[config.mk]
export PLATFORM = sky130hd
export DESIGN_NAME = alu_seq_ctrl
export DESIGN_NICKNAME = d
export VERILOG_FILES = /design/src/rtl/alu_pkg.sv /design/src/rtl/alu_seq_step.sv /design/src/rtl/alu_seq_ctrl.sv
export SDC_FILE = /design/constraint.sdc
export NUM_CORES = 1
export LEC_CHECK = 0
export ABC_AREA = 1
export CAP_MARGIN = 25
export CORE_MARGIN = 2
export CORE_UTILIZATION = 48
export CTS_CLUSTER_SIZE = 20
export DETAILED_ROUTE_END_ITERATION = 10
export GPL_ROUTABILITY_DRIVEN = 0
export PLACE_DENSITY = 0.88
export SYNTH_ARGS = -nofsm -noshare
export SYNTH_HDL_FRONTEND = slang
export SYNTH_SLANG_ARGS = --single-unit
[constraint.sdc]
create_clock -name clk -period 1.8 [get_ports clk]
set_clock_uncertainty 0.15 [all_clocks]
set_input_delay 0.36 -clock clk [delete_from_list [all_inputs] [get_ports clk]]
set_output_delay 0.36 -clock clk [all_outputs]
set_load 0.02 [all_outputs]
[src/rtl/alu_pkg.sv]
// Shared constants for the add/sub/mul/div sequencer: opcodes, FSM encoding, widths.
package alu_pkg;
  localparam int ALU_WIDTH = 8;
  localparam int ALU_CNT_W = 4;

  localparam logic [1:0] OP_ADD = 2'b00;
  localparam logic [1:0] OP_SUB = 2'b01;
  localparam logic [1:0] OP_MUL = 2'b10;
  localparam logic [1:0] OP_DIV = 2'b11;

  typedef enum logic [2:0] {
    ST_IDLE   = 3'd0,
    ST_ADDSUB = 3'd1,
    ST_MUL    = 3'd2,
    ST_DIV    = 3'd3,
    ST_ERR    = 3'd4,
    ST_FIN    = 3'd5
  } state_t;
endpackage

[src/rtl/alu_seq_step.sv]
// Per-step next-value logic for the iterative ops: Booth ASR for MUL, shift/restore for DIV.
// The divide branch exists only when ALU_SEQ_DIV_EN is defined.
module alu_seq_step
  import alu_pkg::*;
#(
  parameter int WIDTH = ALU_WIDTH
) (
  input  logic             is_div,
  input  logic [WIDTH:0]   a,
  input  logic [WIDTH-1:0] q,
  input  logic [WIDTH:0]   add_z,
  output logic [WIDTH:0]   a_nxt,
  output logic [WIDTH-1:0] q_nxt,
  output logic             qm1_nxt
);

  always_comb begin
    a_nxt   = {add_z[WIDTH], add_z[WIDTH:1]};
    q_nxt   = {add_z[0], q[WIDTH-1:1]};
    qm1_nxt = q[0];
`ifdef ALU_SEQ_DIV_EN
    if (is_div) begin
      // A negative trial difference means the divisor did not fit: keep the shifted remainder
      a_nxt   = add_z[WIDTH] ? {a[WIDTH-1:0], q[WIDTH-1]} : add_z;
      q_nxt   = {q[WIDTH-2:0], ~add_z[WIDTH]};
      qm1_nxt = 1'b0;
    end
`endif
  end

`ifndef ALU_SEQ_DIV_EN
  logic unused_div;
  assign unused_div = ^{is_div, a};
`endif

endmodule

[src/rtl/alu_seq_ctrl.sv]
// Multi-cycle sequencer driving an external 9-bit add/sub stage for ADD/SUB/MUL/DIV.
// Define ALU_SEQ_DIV_EN to build the divider; otherwise op=11 reports an error.
//
// state     | meaning
// ST_IDLE   | waiting for start
// ST_ADDSUB | single adder pass for ADD/SUB
// ST_MUL    | Booth radix-2 step, cnt = 0..WIDTH-1
// ST_DIV    | restoring divide step, cnt = 0..WIDTH-1
// ST_ERR    | unsupported op or divide by zero
// ST_FIN    | register result/flags, pulse done
module alu_seq_ctrl
  import alu_pkg::*;
#(
  parameter int WIDTH = ALU_WIDTH,
  parameter int CNT_W = ALU_CNT_W
) (
  input  logic               clk,
  input  logic               rst,
  input  logic               start,
  input  logic [1:0]         op,
  input  logic [WIDTH-1:0]   opa,
  input  logic [WIDTH-1:0]   opb,
  output logic [WIDTH:0]     add_x,
  output logic [WIDTH:0]     add_y,
  output logic               add_sel,
  input  logic [WIDTH:0]     add_z,
  input  logic               add_ovf,
  input  logic               add_neg,
  input  logic               add_zero,
  output logic               busy,
  output logic               done,
  output logic [2*WIDTH-1:0] result,
  output logic               ovf,
  output logic               neg,
  output logic               zero,
  output logic               carry,
  output logic               err
);

  state_t             state, state_nxt;
  logic [CNT_W-1:0]   cnt;
  logic [WIDTH:0]     a, m;
  logic [WIDTH-1:0]   q;
  logic               qm1;
  logic [1:0]         op_q;
  logic               err_q;
  logic [2:0]         fl_q;
  logic [WIDTH:0]     a_nxt;
  logic [WIDTH-1:0]   q_nxt;
  logic               qm1_nxt;
  logic [2*WIDTH-1:0] prod;

  assign prod = {a[WIDTH-1:0], q};

  alu_seq_step #(.WIDTH(WIDTH)) u_step (
    .is_div  (state == ST_DIV),
    .a       (a),
    .q       (q),
    .add_z   (add_z),
    .a_nxt   (a_nxt),
    .q_nxt   (q_nxt),
    .qm1_nxt (qm1_nxt)
  );

  always_ff @(posedge clk) begin
    if (rst) state <= ST_IDLE;
    else     state <= state_nxt;
  end

  always_comb begin
    state_nxt = state;
    case (state)
      ST_IDLE: begin
        if (start) begin
          case (op)
            OP_ADD, OP_SUB: state_nxt = ST_ADDSUB;
            OP_MUL:         state_nxt = ST_MUL;
`ifdef ALU_SEQ_DIV_EN
            default:        state_nxt = (opb == '0) ? ST_ERR : ST_DIV;
`else
            default:        state_nxt = ST_ERR;
`endif
          endcase
        end
      end
      ST_MUL, ST_DIV: if (cnt == CNT_W'(WIDTH-1)) state_nxt = ST_FIN;
      ST_ADDSUB, ST_ERR: state_nxt = ST_FIN;
      default: state_nxt = ST_IDLE;
    endcase
  end

  always_comb begin
    add_x   = '0;
    add_y   = '0;
    add_sel = 1'b0;
    busy    = (state != ST_IDLE);
    case (state)
      ST_ADDSUB: begin
        add_x   = {1'b0, q};
        add_y   = m;
        add_sel = (op_q == OP_SUB);
      end
      ST_MUL: begin
        add_x = a;
        if (q[0] != qm1) begin
          add_y   = m;
          add_sel = q[0];
        end
      end
`ifdef ALU_SEQ_DIV_EN
      ST_DIV: begin
        add_x   = {a[WIDTH-1:0], q[WIDTH-1]};
        add_y   = m;
        add_sel = 1'b1;
      end
`endif
      default: ;
    endcase
  end

  always_ff @(posedge clk) begin
    if (rst) begin
      cnt    <= '0;
      a      <= '0;
      m      <= '0;
      q      <= '0;
      qm1    <= 1'b0;
      op_q   <= OP_ADD;
      err_q  <= 1'b0;
      fl_q   <= '0;
      done   <= 1'b0;
      result <= '0;
      ovf    <= 1'b0;
      neg    <= 1'b0;
      zero   <= 1'b0;
      carry  <= 1'b0;
      err    <= 1'b0;
    end else begin
      done <= (state == ST_FIN);
      case (state)
        ST_IDLE: if (start) begin
          op_q  <= op;
          q     <= opa;
          a     <= '0;
          qm1   <= 1'b0;
          cnt   <= '0;
          m     <= (op == OP_MUL) ? {opb[WIDTH-1], opb} : {1'b0, opb};
          err_q <= (state_nxt == ST_ERR);
        end
        ST_ADDSUB: begin
          a    <= add_z;
          fl_q <= {add_ovf, add_neg, add_zero};
        end
        ST_MUL, ST_DIV: begin
          a   <= a_nxt;
          q   <= q_nxt;
          qm1 <= qm1_nxt;
          cnt <= cnt + 1'b1;
        end
        ST_FIN: begin
          ovf   <= 1'b0;
          neg   <= 1'b0;
          zero  <= 1'b0;
          carry <= 1'b0;
          err   <= 1'b0;
          if (err_q) begin
`ifdef ALU_SEQ_DIV_EN
            result <= {q, {WIDTH{1'b1}}};
`else
            result <= '0;
`endif
            err <= 1'b1;
          end else if (op_q == OP_MUL) begin
            result <= prod;
            neg    <= prod[2*WIDTH-1];
            zero   <= (prod == '0);
          end else if (op_q == OP_DIV) begin
            result <= prod;
            zero   <= (q == '0);
          end else begin
            result <= {{WIDTH{1'b0}}, a[WIDTH-1:0]};
            carry  <= a[WIDTH];
            {ovf, neg, zero} <= fl_q;
          end
        end
        default: ;
      endcase
    end
  end

endmodule

==> results of run 1 <==
[layout by cell type, fill, tap and decap left out, drive strengths merged, types with 3 or more instances in the layout]
cell and n:
buf 58, a21oi 35, dfxtp 62, o21ai 44, dlygate4sd2 18, clkdlybuf4s50 33, nor3 3, dlymetal6s2s 4
inv 51, nand2 86, nand3 21, nor2 60, clkinv 4, clkbuf 10, a22oi 4, o22ai 11
[where the power goes]
part           internal [uW]  switching (uW)
Sequential              1560             151
Clock                    672             593
Combinational            716            1150
[metrics by stage]
stage	hold WS (ps)	std cells	total power (uW)
after floorplan	275	402	2580
after CTS	314	580	4570
final	314	585	4840
after global placement	293	562	3170
after global routing	338	585	5040
after detailed placement	299	562	3220
[repair_timing]
action	in CTS	in global routing
buffers inserted	2	4
cloned	0	1
endpoints found under the setup margin	37	51
endpoints found under the hold margin	0	0
pin swaps	3	5
gates resized for setup	143	29
[layer usage]
metal / GRT usage [%] / vias to the layer above / part of all wire (%)
met1: 35.8 / 1488 / 38
met3: 5.39 / 59 / 8.9
li1: - / 1511 / -
met2: 47.5 / 232 / 47
met5: 0 / - / 0
met4: 15.8 / 0 / 5.7
[cell families (layout without fill, tap and decap cells)]
logic type | count (synthesis) | count (layout)
AO/OA/AOI/OAI | 97 | 97
flip-flops | 62 | 62
adder cells (fa/ha/maj) | 2 | 2
buffers and inverters | 70 | 180
AND/OR/NAND/NOR | 171 | 172
[worst paths after layout]
| check | from | end | slack, ps |
|---|---|---|---|
| setup / recovery | state[1] | add_sel | -290 |
| hold / removal | result[5] | result[5] | 310 |
| setup reg to reg | state[0] | op_q[1] | -130 |
| hold reg to reg | result[5] | result[5] | 310 |
[sequential cells by signal, indices dropped and copies added, names as in the netlist, 2 cells and up]
signal and flops:
a 9, state 3, result 16, q 8
fl_q 3, op_q 2, cnt 4, m 9
[cell type report]
class	count	area, sq um	share of cell area (%)
multi-input cells	271	1450	34.4
flip-flops and latches	62	1250	29.6
repair buffers	113	1030	24.4
inverters	51	199	4.72
clock buffers	10	138	3.27
well taps	72	90.1	2.14
clock inverters	6	61.3	1.46
[worst min-delay path, stage by stage, from the launching register on]
cell and delay, ps:
dfxtp_1 310, nand2_1 60, a21oi_1 50
==> results.sh, run 1 <==
export IMPL_peakVddDrop_v=0.000648
export IMPL_required_ps=1290
export IMPL_drv_slew=0
export IMPL_setup_ws_ps=-291
export IMPL_drive_above_1_share_pct=21.8
export IMPL_clk_latency_ps=350
export IMPL_ys_async_sr_fraction_pct=0
export IMPL_syn_nets=437
export IMPL_crit_path_end_kind="primary output"
export IMPL_die_w_um=80.5
export IMPL_slowest_stage="dfxtp_2"
export IMPL_hold_depth=2
export IMPL_violations="setup timing"
export IMPL_wl_per_cell_um=17.0
export IMPL_die_area_sq_um=6470
export IMPL_worst_pin_slew_ps=401
export IMPL_cts_tree="yes"
export IMPL_numCtsBuffers=9
export IMPL_grt_max_degree=38
export IMPL_critPathArrivalTime_ps=1580
export IMPL_first_iter_violations=386
export IMPL_syn_area_sq_um=2810
export IMPL_worstHoldPathType="reg -> reg"
export IMPL_rsz0062_at_grt="yes"
export IMPL_synth_area_per_cell_sq_um=6.98
export IMPL_cp_num_cells=6
export IMPL_dp_hpwl_mm=5.92
export IMPL_relSlewSlack_pct=73.3
export IMPL_critPathLaunchType="register"
export IMPL_synth_seq_cells=62
export IMPL_crit_chain="inv_4, buf_4, nand2_2, nor2_4, a32o_1, buf_6"
export IMPL_r2r_cells=9
export IMPL_crit_type="reg -> out"
export IMPL_yosysMostFrequentCell="nand2_1"
export IMPL_synthSimpleGateAreaFrac_pct=25.8
export IMPL_yosys_area_top_type="dfxtp_1"
export IMPL_placementRows=27
export IMPL_clock_sinks=62
export IMPL_grt_use_total_pct=29.0
export IMPL_synth_ff_type="dfxtp_1"
export IMPL_synth_top_area_share_pct=44.2
export IMPL_viasPerCell=5.62
export IMPL_fin_crit_sh_pct=116
export IMPL_final_cell_area_sq_um=4210
export IMPL_max_freq_mhz=478
export IMPL_synth_compound_area_share_pct=18.5
export IMPL_place_area_sq_um=3780
export IMPL_fin_util_pct=75.6
export IMPL_outcome="complete, but fails checks"
export IMPL_cts_max_path_buffers=2
export IMPL_detail_route_drc_violations=0
export IMPL_area_delta_synth_final_pct=50.1
export IMPL_grt_overflow_total=0
export IMPL_first_global_vias=3041
export IMPL_n_fill_cell=379
export IMPL_drv_cap=0
export IMPL_yosysUniqueCellTypes=29
export IMPL_synth_area_top_cells="dfxtp_1, nand2_1, nor2_1"
export IMPL_htreeDepth=3
export IMPL_ios=75
export IMPL_synthAdderAreaFrac_pct=0.892
export IMPL_synth_xor_area_share_pct=0
export IMPL_firstDrtPassIters=6
export IMPL_ys_warn_count=0
export IMPL_postRouteAntennaNets=0
export IMPL_period_needed_ps=2090
export IMPL_critical_path_buf_inv_count=3
export IMPL_power_density_nw_per_um2=1150
export IMPL_finalSetupViolations=33
export IMPL_power_leakage_uw=0.00181
export IMPL_ctsHoldBuffers=0
export IMPL_synth_edf_count=0
export IMPL_critical_path_max_fanout=4
export IMPL_nNetsFinal=543
export IMPL_place_ws_ps=-454
export IMPL_ys_seq_area_share_pct=44.2
export IMPL_hold_viol=0
export IMPL_core_area_sq_um=5570
export IMPL_synth_top_family_by_area="simple AND/OR/NAND/NOR gates"
export IMPL_antenna_cells=0
export IMPL_setup_tns_final_ps=-5190
export IMPL_num_vias=3290
export IMPL_synth_cells=402
export IMPL_die_h_um=80.5
export IMPL_synth_common_cells="nand2_1, dfxtp_1, nor2_1"
export IMPL_clk_pin_slew_ps=80
export IMPL_initial_core_util_pct=50.3
export IMPL_cp_top_family="flip-flops"
export IMPL_grt_pass1_wl_mm=14.2
export IMPL_critical_path_max_stage_delay_ps=340
export IMPL_grt_antenna_before_repair=0
export IMPL_io_buffers=74
export IMPL_wl_mm=9.93
export IMPL_cts_root_buf="clkbuf_8"
export IMPL_synthMuxAreaShare_pct=0
(Power assumes the default switching activity.)
==> run 2, diff against run 1 <==
CORE_MARGIN = 1   (was 2)
CTS_CLUSTER_SIZE = not set   (was 20)
==> results.sh, run 2 (same netlist as run 1, synthesis figures left out) <==
export IMPL_first_iter_violations=413
export IMPL_multi_input_area_sq_um=1410
export IMPL_cts_tree="yes"
export IMPL_crit_path_frequent_cell="nor2_4"
export IMPL_initial_core_util_pct=50.3
export IMPL_cp_top_family="simple AND/OR/NAND/NOR gates"
export IMPL_io_buffers=74
export IMPL_area_delta_synth_final_pct=48.5
export IMPL_grt_antenna_before_repair=0
export IMPL_critical_path_max_fanout=9
export IMPL_period_needed_ps=2050
export IMPL_critPathLaunchType="register"
export IMPL_num_vias=3188
export IMPL_numCtsBuffers=9
export IMPL_critical_path_buf_inv_count=4
export IMPL_r2r_setup_slack_ps=140
export IMPL_reg_top3="result: 16 flops, a: 9 flops, m: 9 flops"
export IMPL_ios=75
export IMPL_place_ws_ps=-418
export IMPL_critPathArrivalTime_ps=1540
export IMPL_cp_num_cells=9
export IMPL_clk_latency_ps=340
export IMPL_fin_crit_sh_pct=114
export IMPL_grt_max_degree=34
export IMPL_wl_per_cell_um=15.7
export IMPL_worst_pin_slew_ps=369
export IMPL_startpoint="state[1]"
export IMPL_required_ps=1290
export IMPL_first_global_vias=3134
export IMPL_crit_path_end_kind="primary output"
export IMPL_n_fill_cell=367
export IMPL_grt_overflow_total=0
export IMPL_power_leakage_uw=0.00192
export IMPL_nNetsFinal=540
export IMPL_max_freq_mhz=488
export IMPL_slowest_stage="dfxtp_2"
export IMPL_drv_cap=0
export IMPL_final_cell_mix="nand2_1, dfxtp_1, nor2_1, inv_1, buf_4"
export IMPL_critical_path_max_stage_delay_ps=360
export IMPL_clock_sinks=62
export IMPL_grt_use_total_pct=31.0
export IMPL_ctsHoldBuffers=0
export IMPL_firstDrtPassIters=5
export IMPL_final_cell_area_sq_um=4170
export IMPL_drive_above_1_share_pct=21.2
export IMPL_antenna_cells=0
export IMPL_r2r_end="a[3]"
export IMPL_htreeDepth=3
export IMPL_setup_tns_final_ps=-4190
export IMPL_largest_reg_flops=16
export IMPL_violations="setup timing"
export IMPL_crit_end="add_y[2]"
export IMPL_placementRows=27
export IMPL_r2r_cells=9
export IMPL_dp_hpwl_mm=5.94
export IMPL_timing_rr_start="state[1]"
export IMPL_postRouteAntennaNets=0
export IMPL_final_seq_area_sq_um=1250
export IMPL_drv_slew=0
export IMPL_holdWs_ps=311
export IMPL_die_w_um=78.5
export IMPL_relSlewSlack_pct=75.2
export IMPL_clk_pin_slew_ps=70
export IMPL_die_h_um=78.5
export IMPL_crit_type="reg -> out"
export IMPL_top_register="result"
export IMPL_cts_root_buf="clkbuf_8"
export IMPL_finalSetupViolations=19
export IMPL_crit_chain="inv_4, nor2_4, inv_2, nor2_4, inv_2, nor2_4, nor2_4, nor2_2, buf_6"
export IMPL_worstHoldPathType="reg -> reg"
export IMPL_die_area_sq_um=6160
export IMPL_viasPerCell=5.48
export IMPL_wl_mm=9.15
export IMPL_place_area_sq_um=3800
export IMPL_rsz0062_at_grt="yes"
export IMPL_peakVddDrop_v=0.000705
export IMPL_power_density_nw_per_um2=1110
export IMPL_grt_pass1_wl_mm=14.6
export IMPL_cts_max_path_buffers=2
export IMPL_outcome="complete, but fails checks"
export IMPL_final_common_cell="nand2_1"
export IMPL_core_area_sq_um=5570
export IMPL_hold_viol=0
export IMPL_detail_route_drc_violations=0
export IMPL_setup_ws_ps=-250
[run 2: cell types whose count changed in the layout (fill, tap and decap cells not counted), sizes merged]
cell / before / now
clkbuf: 10 / 12
dlygate4sd2: 18 / 6
bufinv: 1 / 0
dlymetal6s2s: 4 / 14
nor2: 60 / 59
clkinv: 4 / 3
clkdlybuf4s50: 33 / 34
clkinvlp: 1 / 2
buf: 58 / 56
[run 2: timing repair]
item                                    CTS  global route
resized for setup                       140            25
endpoints found under the hold margin     0             0
endpoints found under the setup margin   30            35
buffers inserted                          2             0
pin swaps                                 2             1
[run 2: tightest hold or removal path, delay by kind of cell, from the launching register on]
family,cells,cell delay [ps]
DFF,1,310
and+or+nand+nor,1,60
AOI/OAI and AO/OA,1,50
[run 2: cell type report]
type                       count  area share [%]
inverter                      51            4.71
timing repair buffer         111            25.0
clock inverter                 5           0.811
sequential                    62            30.0
multi-input combinational    270            33.7
tap                           72            2.16
clock buffer                  11            3.63
[run 2: worst min-delay path by stage]
stage	startpoint	end	slack, ps	depth (start not counted)
floorplan	fl_q[1]	fl_q[1]	270	2
global placement	fl_q[1]	fl_q[1]	290	2
detailed placement	fl_q[1]	fl_q[1]	300	2
CTS	fl_q[1]	fl_q[1]	310	2
global route	err	err	330	2
finish	result[13]	result[13]	310	2
[run 2: routing by layer]
layer  share of wire [%]  up-vias  GRT usage, %
met5                   0        -             0
met3                 8.4       36          4.77
met1                  39     1443          36.8
met2                  49      210          52.5
li1                    -     1499             -
met4                 3.7        0          18.5
[run 2: power by group]
part           switching [uW]  internal (uW)  leakage (uW)
logic                    1100            687       0.00133
clock network             558            571     0.0000913
registers                 142           1560      0.000507
total                    1800           2820       0.00192
[run 2: per-stage QoR]
stage | instances | util, % | power [uW]
final | 582 | 74.8 | 4620
after CTS | 582 | 73.4 | 4490
after global placement | 564 | 68.1 | 3180
after detailed placement | 564 | 68.1 | 3240
after global routing | 582 | 74.8 | 4800
after floorplan | 402 | - | 2580
==> RTL edit, RTL diff (config.mk and constraints of run 2) <==
Remove the register `done`: a continuous assignment takes its place, so the output `done` follows one clock earlier.
--- a/src/rtl/alu_seq_ctrl.sv
+++ b/src/rtl/alu_seq_ctrl.sv
@@ -128,7 +128,6 @@
       op_q   <= OP_ADD;
       err_q  <= 1'b0;
       fl_q   <= '0;
-      done   <= 1'b0;
       result <= '0;
       ovf    <= 1'b0;
       neg    <= 1'b0;
@@ -136,7 +135,6 @@
       carry  <= 1'b0;
       err    <= 1'b0;
     end else begin
-      done <= (state == ST_FIN);
       case (state)
         ST_IDLE: if (start) begin
           op_q  <= op;
@@ -188,5 +186,7 @@
     end
   end
 
+  assign done = (state == ST_FIN);
+
 endmodule
 
Function: changed (Yosys sat finds a counterexample within 4 cycles, from zero or initial values and one cycle with rst high).
==> RTL edit against run 2 <==
  * The run still ends with setup timing left
  * Synthesized cell count decreased by 2.5%
  * Wire length shrank 5.2%
  * Core utilization up 0.17 points
  * Largest cell class unchanged
  * Cell area is 0.99% lower
  * Sequential power decreased by 3%
  * Sequential cell count shrank 1
  * Global-route usage fell by 1.5 points
  * Synthesized area decreased by 2.4%
  * Worst setup slack got worse by 0.10 ns
  * Largest power group unchanged
  * Total power down 3.4%
==> RTL edit: results (changes against run 2) <==
| Metric | Value |
|---|---|
| Status | `finished with violations` |
| Failing checks | `setup timing` |
| Register area share after synthesis | `0.446 (+0.00360)` |
| 1st-iter DRT viols | `349 (-15%)` |
| WL final | `8670 um (-5.2%)` |
| Largest cells by area after synthesis | `dfxtp_1, nand2_1, o21ai_0, nor2_1, a21oi_1` |
| Critical path arrival | `1.64 ns (+0.10 ns)` |
| Setup crit end | `add_y[3]` |
| Relative slew slack | `0.738 (-0.0145)` |
| Post-DP HPWL | `5690 um (-4.2%)` |
| Critical path peak fanout | `9 (unchanged)` |
| Worst setup startpoint | `state[1]` |
| Count of unique library cells instantiated by Yosys | `29 (unchanged)` |
| Final Setup Violations | `21 (+2)` |
| TritonCTS Buffers | `9 (unchanged)` |
| Worst R2R Path Depth | `6 (-3)` |
| Syn avg cell area | `6.99 um^2 (about the same)` |
| PnR worst setup slack | `-0.354 ns (-0.104 ns)` |
| Post-synth top cells | `nand2_1, dfxtp_1, nor2_1, inv_1, o21ai_0` |
| Global-route wire length before repair | `13700 um (-6.1%)` |
| Via density per instance | `5.41 (-1.2%)` |
| Internal Pwr Total | `2.80 mW (-0.58%)` |
| Placed insts | `553 (-2.0%)` |
| Worst Hold Endpoint | `result[3]` |
| DRC | `0 (unchanged)` |
| Syn_nets | `427 (-2.3%)` |
| Final nets | `536 (-0.74%)` |
| GRT Util Overall | `0.295 (-0.0147)` |
| R2R Setup Slk | `0.05 ns (-0.09 ns)` |
| Worst hold path class | `reg2reg` |
| Share of cells above drive strength 1 | `0.214 (+0.00252)` |
| Hold_sp | `result[3]` |
| Largest net degree at the start of global routing | `38 (+12%)` |
| Launching point of the worst reg2reg path | `state[2]` |
| Hold Slack | `0.310 ns (-0.00163 ns)` |
| Worst reg2reg path endpoint | `result[10]` |
| Pleak | `1.97 nW (+2.1%)` |
| Vias in the first global route | `3020 (-3.6%)` |
| Layout Cells excl Fill | `576 (-1.0%)` |
| Peak VDD IR | `0.000975 V (+38%)` |
[RTL edit: cell types whose count changed after synthesis, moves of 2 or more]
cell | before | now
nand2_1 | 82 | 70
nand3_1 | 20 | 27
nor2_1 | 57 | 53
o22ai_1 | 11 | 15
a21oi_1 | 35 | 38
a22oi_1 | 4 | 1
buf_1 | 0 | 2
nand2_4 | 2 | 0
o21ai_1 | 2 | 0
[RTL edit: repair_timing]
action                     CTS  global route
gates cloned                 1             0
setup endpoints to repair   38            53
pin swaps                    3             6
buffers inserted             6             2
resized for setup          132            30
[RTL edit: per-stage QoR]
| step | area [um^2] | util | worst slack (ns) | setup TNS (ns) | total power, mW |
|---|---|---|---|---|---|
| global placement | 3740 | 0.679 | -0.375 | -6.07 | 3.11 |
| finish | 4130 | 0.749 | -0.354 | -5.48 | 4.46 |
| CTS | 4020 | 0.729 | -0.333 | -5.74 | 4.35 |
| global route | 4130 | 0.749 | -0.423 | -6.94 | 4.69 |
| floorplan | 2740 | - | -0.0137 | -0.123 | 2.52 |
| detailed placement | 3740 | 0.679 | -0.473 | -7.33 | 3.16 |
[RTL edit: power groups by stage]
stage	clock [mW]	combinational, mW	sequential, mW
CTS	1.07	1.64	1.64
detailed placement	0	1.50	1.66
finish	1.06	1.75	1.65
global placement	0	1.45	1.65
floorplan	0	0.853	1.67
global route	1.13	1.89	1.67
[RTL edit: worst max-delay path, stage by stage, from the launching register on]
cell and delay (ns):
dfxtp_2 0.34, inv_2 0.05, nor2_4 0.11, inv_4 0.05, nor2_4 0.18, inv_4 0.09
nor2_4 0.12, nor2_4 0.08, nor2_1 0.12, buf_4 0.16
[RTL edit: area by class of cell]
type | count | area, um^2
fillers | 385 | 1380
multi-input cells | 261 | 1330
repair inverters | 1 | 7.51
repair buffers | 116 | 1110
clock inverters | 2 | 10.0
inverters | 51 | 196
flip-flops and latches | 61 | 1220
clock buffers | 12 | 155
well taps | 72 | 90.1
[RTL edit: cells by family after synthesis]
kind of cell | Yosys count | synth area share
simple gates | 159 | 0.242
flops | 61 | 0.446
fa+ha+maj | 2 | 0.00914
buf+inv | 70 | 0.107
compound gates | 100 | 0.196
[RTL edit: per-layer routing]
| metal | wire length [um] | up-vias | part of all wire | global-route usage |
|---|---|---|---|---|
| met5 | 0 | - | 0 | 0 |
| met4 | 265 | 0 | 0.031 | 0.172 |
| met3 | 636 | 27 | 0.073 | 0.0659 |
| met2 | 4360 | 162 | 0.50 | 0.510 |
| met1 | 3400 | 1437 | 0.39 | 0.332 |
| li1 | - | 1492 | - | - |
